## config.mk

```make
export PLATFORM = sky130hd
export DESIGN_NAME = uart_tx
export DESIGN_NICKNAME = d
export VERILOG_FILES = /design/src/rtl/uart_pkg.sv /design/src/rtl/uart_tx.sv
export SDC_FILE = /design/constraint.sdc
export NUM_CORES = 1
export LEC_CHECK = 0
export ABC_AREA = 1
export CORE_MARGIN = 5
export CORE_UTILIZATION = 55
export CTS_CLUSTER_SIZE = 10
export DETAILED_ROUTE_END_ITERATION = 10
export DONT_BUFFER_PORTS = 1
export PLACE_DENSITY = 0.7
export SKIP_LAST_GASP = 1
export SYNTH_ARGS = -nofsm -noshare
export SYNTH_HDL_FRONTEND = slang
export SYNTH_SLANG_ARGS = --single-unit
```

## constraint.sdc

```tcl
create_clock -name clk -period 3.9 [get_ports clk]
set_input_delay 0.39 -clock clk [delete_from_list [all_inputs] [get_ports clk]]
set_output_delay 0.39 -clock clk [all_outputs]
set_load 0.1 [all_outputs]
```

## src/rtl/uart_pkg.sv

```systemverilog
// Shared UART definitions: frame state encoding and default frame shape.
// Used by uart_tx and intended for reuse by a matching uart_rx.
package uart_pkg;

   // Frame phases. SYNC holds the line idle until the next bit-period strobe,
   // so every frame starts on a tick boundary.
   typedef enum logic [2:0] {
      ST_IDLE   = 3'd0,
      ST_SYNC   = 3'd1,
      ST_START  = 3'd2,
      ST_DATA   = 3'd3,
      ST_PARITY = 3'd4,
      ST_STOP   = 3'd5
   } uart_state_t;

   // Default frame shape: 8 data bits, 1 stop bit.
   localparam int unsigned UART_DATA_BITS = 8;
   localparam int unsigned UART_STOP_BITS = 1;

   // Bit counter width, wide enough for up to 8 data bits.
   localparam int unsigned UART_BIT_CNT_W = 3;

endpackage

```

## src/rtl/uart_tx.sv

```systemverilog
// UART transmitter: accepts one word per valid/ready handshake and serialises
// it as start bit, DATA_BITS data bits (LSB first), optional parity bit and
// STOP_BITS stop bits. Every bit lasts exactly one baud_tick period.
module uart_tx
   import uart_pkg::*;
#(
   parameter int unsigned DATA_BITS  = UART_DATA_BITS,
   parameter bit          PARITY_EN  = 1'b0,
   parameter bit          PARITY_ODD = 1'b0,
   parameter int unsigned STOP_BITS  = UART_STOP_BITS
) (
   input  logic                 clk,
   input  logic                 rst_n,
   input  logic                 baud_tick,
   input  logic [DATA_BITS-1:0] tx_data,
   input  logic                 tx_valid,
   output logic                 tx_ready,
   output logic                 tx,
   output logic                 tx_busy
);

   localparam logic [UART_BIT_CNT_W-1:0] LAST_BIT  = UART_BIT_CNT_W'(DATA_BITS - 1);
   localparam logic                      LAST_STOP = 1'(STOP_BITS - 1);

   uart_state_t                state;
   uart_state_t                state_nxt;
   logic [DATA_BITS-1:0]       shreg;
   logic [DATA_BITS-1:0]       shreg_nxt;
   logic [UART_BIT_CNT_W-1:0]  bit_cnt;
   logic [UART_BIT_CNT_W-1:0]  bit_cnt_nxt;
   logic                       stop_cnt;
   logic                       stop_cnt_nxt;
   logic                       tx_nxt;
   logic                       ready_nxt;
   logic                       busy_nxt;
   logic                       parity;
   logic [DATA_BITS-1:0]       shreg_rot;

   // The shift register rotates rather than shifts, so after the last data
   // bit it holds the original word again; parity is insensitive to rotation
   // and can be taken from the register at any point in the frame.
   assign shreg_rot = {shreg[0], shreg[DATA_BITS-1:1]};
   assign parity    = (^shreg) ^ PARITY_ODD;

   // State, counters, shift register and the registered outputs.
   always_ff @(posedge clk or negedge rst_n) begin
      if (!rst_n) begin
         state    <= ST_IDLE;
         shreg    <= '0;
         bit_cnt  <= '0;
         stop_cnt <= 1'b0;
         tx       <= 1'b1;
         tx_ready <= 1'b1;
         tx_busy  <= 1'b0;
      end else begin
         state    <= state_nxt;
         shreg    <= shreg_nxt;
         bit_cnt  <= bit_cnt_nxt;
         stop_cnt <= stop_cnt_nxt;
         tx       <= tx_nxt;
         tx_ready <= ready_nxt;
         tx_busy  <= busy_nxt;
      end
   end

   // Next-state and next-output logic; every non-idle move waits for baud_tick.
   always_comb begin
      state_nxt    = state;
      shreg_nxt    = shreg;
      bit_cnt_nxt  = bit_cnt;
      stop_cnt_nxt = stop_cnt;
      tx_nxt       = tx;
      ready_nxt    = tx_ready;
      busy_nxt     = tx_busy;

      unique case (state)
         ST_IDLE: begin
            tx_nxt = 1'b1;
            if (tx_valid && tx_ready) begin
               shreg_nxt = tx_data;
               state_nxt = ST_SYNC;
               ready_nxt = 1'b0;
               busy_nxt  = 1'b1;
            end
         end

         ST_SYNC: begin
            if (baud_tick) begin
               state_nxt = ST_START;
               tx_nxt    = 1'b0;
            end
         end

         ST_START: begin
            if (baud_tick) begin
               state_nxt   = ST_DATA;
               tx_nxt      = shreg[0];
               shreg_nxt   = shreg_rot;
               bit_cnt_nxt = '0;
            end
         end

         ST_DATA: begin
            if (baud_tick) begin
               if (bit_cnt != LAST_BIT) begin
                  bit_cnt_nxt = bit_cnt + 1'b1;
                  tx_nxt      = shreg[0];
                  shreg_nxt   = shreg_rot;
               end else if (PARITY_EN) begin
                  state_nxt = ST_PARITY;
                  tx_nxt    = parity;
               end else begin
                  state_nxt    = ST_STOP;
                  tx_nxt       = 1'b1;
                  stop_cnt_nxt = 1'b0;
               end
            end
         end

         ST_PARITY: begin
            if (baud_tick) begin
               state_nxt    = ST_STOP;
               tx_nxt       = 1'b1;
               stop_cnt_nxt = 1'b0;
            end
         end

         ST_STOP: begin
            if (baud_tick) begin
               if (stop_cnt != LAST_STOP) begin
                  stop_cnt_nxt = 1'b1;
               end else begin
                  state_nxt = ST_IDLE;
                  ready_nxt = 1'b1;
                  busy_nxt  = 1'b0;
                  tx_nxt    = 1'b1;
               end
            end
         end

         default: begin
            state_nxt = ST_IDLE;
            tx_nxt    = 1'b1;
            ready_nxt = 1'b1;
            busy_nxt  = 1'b0;
         end
      endcase
   end

   // Ready is exactly "in IDLE" and busy is its complement.
   ready_is_idle: assert property (@(posedge clk) disable iff (!rst_n)
      tx_ready == (state == ST_IDLE));
   busy_not_ready: assert property (@(posedge clk) disable iff (!rst_n)
      tx_busy == !tx_ready);

endmodule

```

==> results of run 1 <==
[logic make-up (layout without fill, tap and decap cells)]
kind of cell             count (synthesis)  after routing  share of synthesized area (%)
buffers and inverters                   12             15                           5.77
adder cells (fa/ha/maj)                  3              3                           3.85
AND/OR/NAND/NOR                         69             69                           32.3
AO/OA/AOI/OAI                           22             22                           14.2
flip-flops                              17             17                           43.8
[critical path, cell delays in order (launching register included)]
cell,delay [ns]
dfstp_2,0.88
nand2_1,0.11
nand3_1,0.17
nand2_1,0.11
nor2_2,0.17
nand2_2,0.08
nand2_1,0.06
nand2_1,0.05
[worst max-delay path by stage]
stage,start,endpoint,slack [ns]
2_1_floorplan,tx_ready,state[0],2.29
3_3_place_gp,tx_ready,state[0],2.23
3_5_place_dp,tx_ready,state[0],2.17
4_1_cts,tx_ready,state[0],2.16
5_1_grt,state[1],bit_cnt[1],2.02
6_report,tx_ready,state[0],2.17
[layout by cell type (no fill, tap or decap), drive strengths merged]
cell type / synthesis / routed
nand2: 46 / 46
o21ai: 11 / 11
nand4: 1 / 1
clkbuf: 0 / 3
dfstp: 2 / 2
inv: 10 / 10
o22ai: 1 / 1
nor3: 2 / 2
a21boi: 7 / 7
ha: 3 / 3
nor2: 10 / 10
nand3: 8 / 8
o21bai: 1 / 1
and2: 1 / 1
a21oi: 2 / 2
dfrtp: 15 / 15
nor3b: 1 / 1
dlygate4sd3: 0 / 1
clkinv: 0 / 1
[Yosys cell counts, drive strengths merged]
cell type,n
nand3,8
nand2,46
nor3b,1
o21ai,11
nand4,1
a21oi,2
and2,1
o22ai,1
buf,2
o21bai,1
dfrtp,15
nor2,10
inv,10
nor3,2
a21boi,7
ha,3
dfstp,2
[repair_timing]
action / in CTS / in global routing
endpoints found under the hold margin: 17 / 0
hold buffers: 1 / 0
setup endpoints to repair: 0 / 0
[per-layer routing]
metal / vias up / routed length, um
met3: 2 / 86
met2: 17 / 783
met1: 329 / 836
li1: 408 / -
met4: 0 / 12
met5: - / 0
[registers in the layout, summed over array words and instances, names as in the netlist]
| signal | count |
|---|---|
| bit_cnt | 3 |
| shreg | 8 |
| state | 3 |
| tx | 1 |
| tx_busy | 1 |
| tx_ready | 1 |
[metrics by stage]
| step | setup WS [ns] | cells |
|---|---|---|
| finish | 2.17 | 151 |
| global route | 2.02 | 151 |
| CTS | 2.16 | 151 |
| detailed placement | 2.17 | 146 |
| global placement | 2.23 | 146 |
| floorplan | 2.29 | 123 |
[cell type report]
cell class                      instances  area, um2  share of cell area (%)
Tap cell                               25       31.3                    3.05
Clock buffer                            3       22.5                    2.20
Multi-Input combinational cell         94        492                    47.9
Clock inverter                          1       5.00                   0.488
Timing Repair Buffer                    1       10.0                   0.976
Sequential cell                        17        428                    41.7
Inverter                               10       37.5                    3.66
[power by group through the flow]
| stage | registers [uW] | logic [uW] | clock network (uW) |
|---|---|---|---|
| final | 442 | 412 | 92.2 |
| after global routing | 452 | 492 | 105 |
| after CTS | 441 | 420 | 99.1 |
| after detailed placement | 445 | 415 | 0 |
| after global placement | 441 | 402 | 0 |
| after floorplan | 427 | 372 | 0 |
==> reports/metrics.json, run 1 <==
{
  "critical_path": {
    "setup.worst_path.class": "flip-flop to flip-flop",
    "r2r-start": "tx_ready",
    "setup.reg_to_reg.worst_slack_ns": 2.17,
    "max_fo_critical_path": 4,
    "worst_ep_arrival_time_ns": 1.91,
    "worstSetupStartpointType": "flip-flop",
    "cp.required_ns": 4.08,
    "worst_r2r_path_depth": 7,
    "timing.critical_path.to_type": "flip-flop",
    "regToRegEndpoint": "state[0]"
  },
  "finish": {
    "final_cell_area_um2": 1030,
    "post_route_cells_drive_above_1_share_pct": 12.7,
    "antenna_cells_inserted": 0,
    "nNetsFinal": 142,
    "finalCoreUtilization_pct": 60.1,
    "final.fill_count": 158,
    "area_growth_syn_to_layout_pct": 5.13
  },
  "clocking": {
    "clock_latency_ns": 0.28,
    "cts_made_buffers": 3,
    "cts_max_level": 1,
    "post-cts-setup-buffers": 0,
    "cts_root_buf": "clkbuf_4",
    "cts.repair.resized": 0,
    "cts_tree": "yes",
    "clock_sink_count": 17,
    "cts.clk_slew.worst_paths_ns": 0.10,
    "ctsLongestPathBuffers": 2
  },
  "pwr": {
    "share_of_power_burned_in_registers_pct": 46.7,
    "p_clk_share_pct": 9.7,
    "power.density_cell_area_nw_per_um2": 922,
    "power.internal_uw": 455,
    "total_switching_power_uw": 491,
    "comb_power_share_pct": 43.6,
    "power_leakage_uw": 0.000511,
    "p_sw_share_pct": 51.9,
    "finalPower_uw": 946,
    "vdd.ir_drop.worst_mv": 0.370
  },
  "floorplan": {
    "core-area_um2": 1710,
    "die-area_um2": 2720,
    "die_h_um": 52.1,
    "placement_rows": 15,
    "initial_core_util_pct": 57.1,
    "die-width_um": 52.1,
    "count_of_pins_on_the_block_boundary": 15
  },
  "global_route": {
    "grt_pass1_wl_um": 3060,
    "met1_usage_pct": 20.8,
    "grt_residual_overflow": 0,
    "grt_start_max_net_pins": 18,
    "first_global_vias": 711,
    "grt.met2_usage_pct": 23.6,
    "global_route.usage.total_pct": 15.0,
    "gr-max-usage-layer": "met2",
    "grt_antenna_before_repair": 0,
    "global_route.usage.met3_pct": 2.01
  },
  "logic_synthesis": {
    "mappedNetlistNets": 138,
    "syn_inst": 123,
    "average_cell_area_after_synthesis_um2": 7.93,
    "netlist-cell-type-count": 24,
    "synth.top_cell.area_share_pct": 38.5,
    "ys_top_cells_by_area": "dfrtp_1 38%, nand2_1 17%, a21boi_0 5.4%, dfstp_2 5.4%, ha_1 3.8%",
    "ys.warnings.count": 0,
    "synth_top_area_cell": "dfrtp_1",
    "seq_area_frac_synth_pct": 43.8,
    "synth.cell_area_um2": 976,
    "ys_seq_elements": 17
  },
  "timing": {
    "worst_slew_pin_slew_ns": 0.894,
    "finalSetupViolations": 0,
    "final.period_utilization_pct": 44.4,
    "slew_viol_final": 0,
    "fmaxAchievable_mhz": 578,
    "timing.max_slew.rel_slack_pct": 40.4,
    "tns_setup_ns": 0,
    "worst_slack_on_hold_paths_ns": 0.336,
    "finClkSkew_ns": 0.000840,
    "time_the_worst_path_needs_with_i_o_delays_and_setup_ns": 1.73,
    "unrepaired_setup_endpoints_after_global_routing": "no",
    "timing.final.hold_violations": 0
  },
  "routing": {
    "routed_wire_length_per_instance_um": 11.4,
    "drt-total-wl_um": 1720,
    "detail_route.first_pass.iterations": 4,
    "post-route-drc-count": 0,
    "detail-route-antenna-nets": 0,
    "initialDrtViolationCount": 9,
    "vias_per_cell": 5.01,
    "route.vias.total": 756
  },
  "placement": {
    "place.gp.congestion": 0.839,
    "hpwl_um": 1350,
    "placement.io_buffers": 0,
    "postPlaceCellArea_um2": 988
  },
  "worst_hold_path": {
    "min-delay-path-class": "input pin to flip-flop",
    "worst_min_delay_path_startpoint": "tx_data[7]",
    "min_delay_worst_endpoint": "shreg[7]",
    "holdPathStages": 4
  },
  "job": {
    "timing.max_cap.violations": 0
  },
  "status": {
    "outcome": "complete, no violations"
  }
}
No activity file was read; power rests on OpenSTA's default activity.
==> inputs of run 2 (changes only) <==
Settings changed: CORE_UTILIZATION 55 to 54, PLACE_DENSITY 0.7 to 0.72.
Clock period 3.9 ns to 1.5 ns, I/O delays scaled along.
==> run 2 against run 1 <==
Against the previous run:
- critical path depth is 2 higher
- clock-buffer cell count rose by 1
- fmax up 24%
- power increased to 2.9 times the previous value
- sequential cell count stayed put
- core utilization is 4.9 points higher
- sequential share of layout area fell by 3.0 points
- non-clock buffer count increased by 6
- critical endpoint is now state[2]
- largest cell class unchanged
- highest routed layer unchanged
==> reports/metrics.json, run 2 (synthesis results as in run 1) <==
{
  "placement": {
    "dp.cells": {"value": 152, "change": "was 146"},
    "placement.io_buffers": {"value": 0, "change": "unchanged"},
    "hpwl": {"value": 1470, "unit": "um", "change": "was 1350 um"},
    "place.gp.congestion": {"value": 0.849, "change": "was 0.839"}
  },
  "finish": {
    "finalCoreUtilization": {"value": 64.9, "unit": "%", "change": "was 60.1%"},
    "number_of_flip_flops_under_the_largest_register_name": {"value": 8, "change": "unchanged"},
    "largest-register": {"value": "shreg", "change": "unchanged"},
    "final.fill_count": {"value": 151, "change": "was 158"},
    "most-common-layout-cells": {"value": "42 x nand2_1, 13 x dfrtp_1, 7 x inv_1, 7 x a21boi_0", "change": "was 44 x nand2_1, 15 x dfrtp_1, 8 x inv_1, 8 x nor2_1, 7 x a21boi_0"},
    "post_route_cells_drive_above_1_share": {"value": 24.1, "unit": "%", "change": "was 12.7%"},
    "instances_no_fill": {"value": 158, "change": "was 151"},
    "antenna_cells_inserted": {"value": 0, "change": "unchanged"},
    "layout_commonest_cell": {"value": "nand2_1", "change": "unchanged"},
    "nNetsFinal": {"value": 149, "change": "was 142"},
    "area_growth_syn_to_layout": {"value": 14.9, "unit": "%", "change": "was 5.13%"},
    "regs_by_ff_count": {"value": "shreg: 8 flops, bit_cnt: 3 flops, state: 3 flops", "change": "unchanged"}
  },
  "floorplan": {
    "core-area": {"value": 1730, "unit": "um2", "change": "was 1710 um2"},
    "count_of_pins_on_the_block_boundary": {"value": 15, "change": "unchanged"},
    "die_h": {"value": 52.5, "unit": "um", "change": "was 52.1 um"},
    "die-area": {"value": 2760, "unit": "um2", "change": "was 2720 um2"},
    "initial_core_util": {"value": 56.5, "unit": "%", "change": "was 57.1%"},
    "die-width": {"value": 52.5, "unit": "um", "change": "was 52.1 um"},
    "placement_rows": {"value": 15, "change": "unchanged"}
  },
  "global_route": {
    "first_global_vias": {"value": 756, "change": "was 711"},
    "grt_residual_overflow": {"value": 0, "change": "unchanged"},
    "grt_start_max_net_pins": {"value": 18, "change": "unchanged"},
    "grt_antenna_before_repair": {"value": 0, "change": "unchanged"},
    "global_route.usage.total": {"value": 16.3, "unit": "%", "change": "was 15.0%"},
    "grt_pass1_wl": {"value": 3330, "unit": "um", "change": "was 3060 um"}
  },
  "routing": {
    "drt-total-wl": {"value": 2030, "unit": "um", "change": "was 1720 um"},
    "routed_wire_length_per_instance": {"value": 12.8, "unit": "um", "change": "was 11.4 um"},
    "vias_per_cell": {"value": 5.10, "change": "was 5.01"},
    "post-route-drc-count": {"value": 0, "change": "unchanged"},
    "detail-route-antenna-nets": {"value": 0, "change": "unchanged"},
    "initialDrtViolationCount": {"value": 9, "change": "unchanged"},
    "detail_route.first_pass.iterations": {"value": 4, "change": "unchanged"},
    "route.vias.total": {"value": 806, "change": "was 756"}
  },
  "critical_path": {
    "max_stage_delay": {"value": 0.43, "unit": "ns", "change": "was 0.88 ns"},
    "timing.critical_path.to_type": {"value": "flip-flop", "change": "unchanged"},
    "critical_path_cell_by_cell": {"value": "buf_4 > inv_2 > nor2_1 > nand2_1 > nand2_1 > nor2_4 > nand2_2 > nand2_1 > nand2_1", "change": "was nand2_1 > nand3_1 > nand2_1 > nor2_2 > nand2_2 > nand2_1 > nand2_1"},
    "max_fo_critical_path": {"value": 4, "change": "unchanged"},
    "cp_most_frequent_cell": {"value": "nand2_1", "change": "unchanged"},
    "worstSetupStartpointType": {"value": "flip-flop", "change": "unchanged"},
    "cp.required": {"value": 1.69, "unit": "ns", "change": "was 4.08 ns"},
    "worst_ep_arrival_time": {"value": 1.58, "unit": "ns", "change": "was 1.91 ns"},
    "cpMaxStageDelayCell": {"value": "dfrtp_1", "change": "was dfstp_2"},
    "setup.worst_path.class": {"value": "flip-flop to flip-flop", "change": "unchanged"}
  },
  "timing": {
    "finClkSkew": {"value": 0.00204, "unit": "ns", "change": "was 0.000840 ns"},
    "fmaxAchievable": {"value": 718, "unit": "MHz", "change": "was 578 MHz"},
    "worst_slew_pin_slew": {"value": 0.784, "unit": "ns", "change": "was 0.894 ns"},
    "unrepaired_setup_endpoints_after_global_routing": {"value": "yes", "change": "was no"},
    "timing.final.hold_violations": {"value": 0, "change": "unchanged"},
    "tns_setup": {"value": 0, "unit": "ns", "change": "unchanged"},
    "final.period_utilization": {"value": 92.8, "unit": "%", "change": "was 44.4%"},
    "timing.max_slew.rel_slack": {"value": 47.5, "unit": "%", "change": "was 40.4%"},
    "finalSetupViolations": {"value": 0, "change": "unchanged"},
    "slew_viol_final": {"value": 0, "change": "unchanged"},
    "time_the_worst_path_needs_with_i_o_delays_and_setup": {"value": 1.39, "unit": "ns", "change": "was 1.73 ns"}
  },
  "pwr": {
    "p_clk_share": {"value": 8.9, "unit": "%", "change": "was 9.7%"},
    "comb_power_share": {"value": 59.2, "unit": "%", "change": "was 43.6%"},
    "power.internal": {"value": 1330, "unit": "uW", "change": "was 455 uW"},
    "p_sw_share": {"value": 51.1, "unit": "%", "change": "was 51.9%"},
    "vdd.ir_drop.worst": {"value": 1.28, "unit": "mV", "change": "was 0.370 mV"},
    "finalPower": {"value": 2730, "unit": "uW", "change": "was 946 uW"},
    "power_leakage": {"value": 0.000552, "unit": "uW", "change": "was 0.000511 uW"},
    "share_of_power_burned_in_registers": {"value": 31.8, "unit": "%", "change": "was 46.7%"},
    "power.density_cell_area": {"value": 2430, "unit": "nW/um2", "change": "was 922 nW/um2"},
    "total_switching_power": {"value": 1390, "unit": "uW", "change": "was 491 uW"}
  },
  "clocking": {
    "ctsLongestPathBuffers": {"value": 2, "change": "unchanged"},
    "cts_max_level": {"value": 1, "change": "unchanged"},
    "post-cts-setup-buffers": {"value": 0, "change": "unchanged"},
    "cts_root_buf": {"value": "clkbuf_4", "change": "unchanged"},
    "cts_made_buffers": {"value": 3, "change": "unchanged"},
    "cts_tree": {"value": "yes", "change": "unchanged"},
    "clock_latency": {"value": 0.29, "unit": "ns", "change": "was 0.28 ns"},
    "clock_sink_count": {"value": 17, "change": "unchanged"},
    "cts.clk_slew.worst_paths": {"value": 0.09, "unit": "ns", "change": "was 0.10 ns"}
  },
  "job": {
    "timing.max_cap.violations": {"value": 0, "change": "unchanged"}
  },
  "worst_hold_path": {
    "min-delay-path-class": {"value": "input pin to flip-flop", "change": "unchanged"}
  },
  "status": {
    "outcome": {"value": "complete, no violations", "change": "unchanged"}
  }
}
[run 2: cell types whose count changed in the layout (fill, tap and decap cells not counted), sizes merged]
cell	change
buf	+6
clkbuf	+1
clkinv	-1
nand3	+1
[run 2: per-layer routing]
layer	wire [um]	vias up	GRT usage [%]	share of wire, %
met1	884	367	22.0	44
met5	0	-	0	0
li1	-	420	-	-
met4	17	0	4.26	0.84
met3	107	2	3.42	5.3
met2	1020	17	26.2	50
[run 2: what timing repair did]
action / in CTS / in global routing
hold buffers: 1 / 0
endpoints found under the hold margin: 17 / 0
resized for setup: 0 / 10
setup endpoints to repair: 0 / 13
[run 2: worst max-delay path: cells and delay by family (launching register included)]
| kind | cells | cell delay [ns] |
|---|---|---|
| flops | 1 | 0.43 |
| buf+inv | 2 | 0.25 |
| simple gates | 7 | 0.62 |
[run 2: area by class of cell]
type                       count  area, um2  area share (%)
tap                           25       31.3            2.79
clock buffer                   4       26.3            2.34
inverter                      10       37.5            3.35
sequential                    17        434            38.7
timing repair buffer           7       55.1            4.91
multi-input combinational     95        537            47.9
[run 2: final timing paths]
kind	from	end	slack [ns]	depth (start not counted)
max	state[0]	state[2]	0.11	9
min	tx_data[7]	shreg[7]	0.1	4
max reg2reg	state[0]	state[2]	0.11	9
min reg2reg	tx	tx	0.48	2
max in group asynchronous	rst_n	state[1]	0.59	1
min in group asynchronous	rst_n	shreg[7]	0.38	1
[run 2: through the flow]
step / setup slack [ns] / cell area (um2) / hold WS [ns]
after CTS: 0.0275 / 1080 / 0.0937
after detailed placement: 0.0499 / 1040 / -0.145
after floorplan: 0.0180 / 987 / -0.146
after global placement: 0.0737 / 1040 / -0.145
final: 0.108 / 1120 / 0.0958
after global routing: -0.0105 / 1120 / 0.114
[run 2: power groups by stage]
| stage | Combinational (uW) | Clock, uW | Sequential (uW) |
|---|---|---|---|
| after detailed placement | 1520 | 0 | 856 |
| final | 1620 | 244 | 868 |
| after floorplan | 977 | 0 | 1120 |
| after global routing | 1800 | 274 | 902 |
| after CTS | 1530 | 252 | 849 |
| after global placement | 1490 | 0 | 845 |
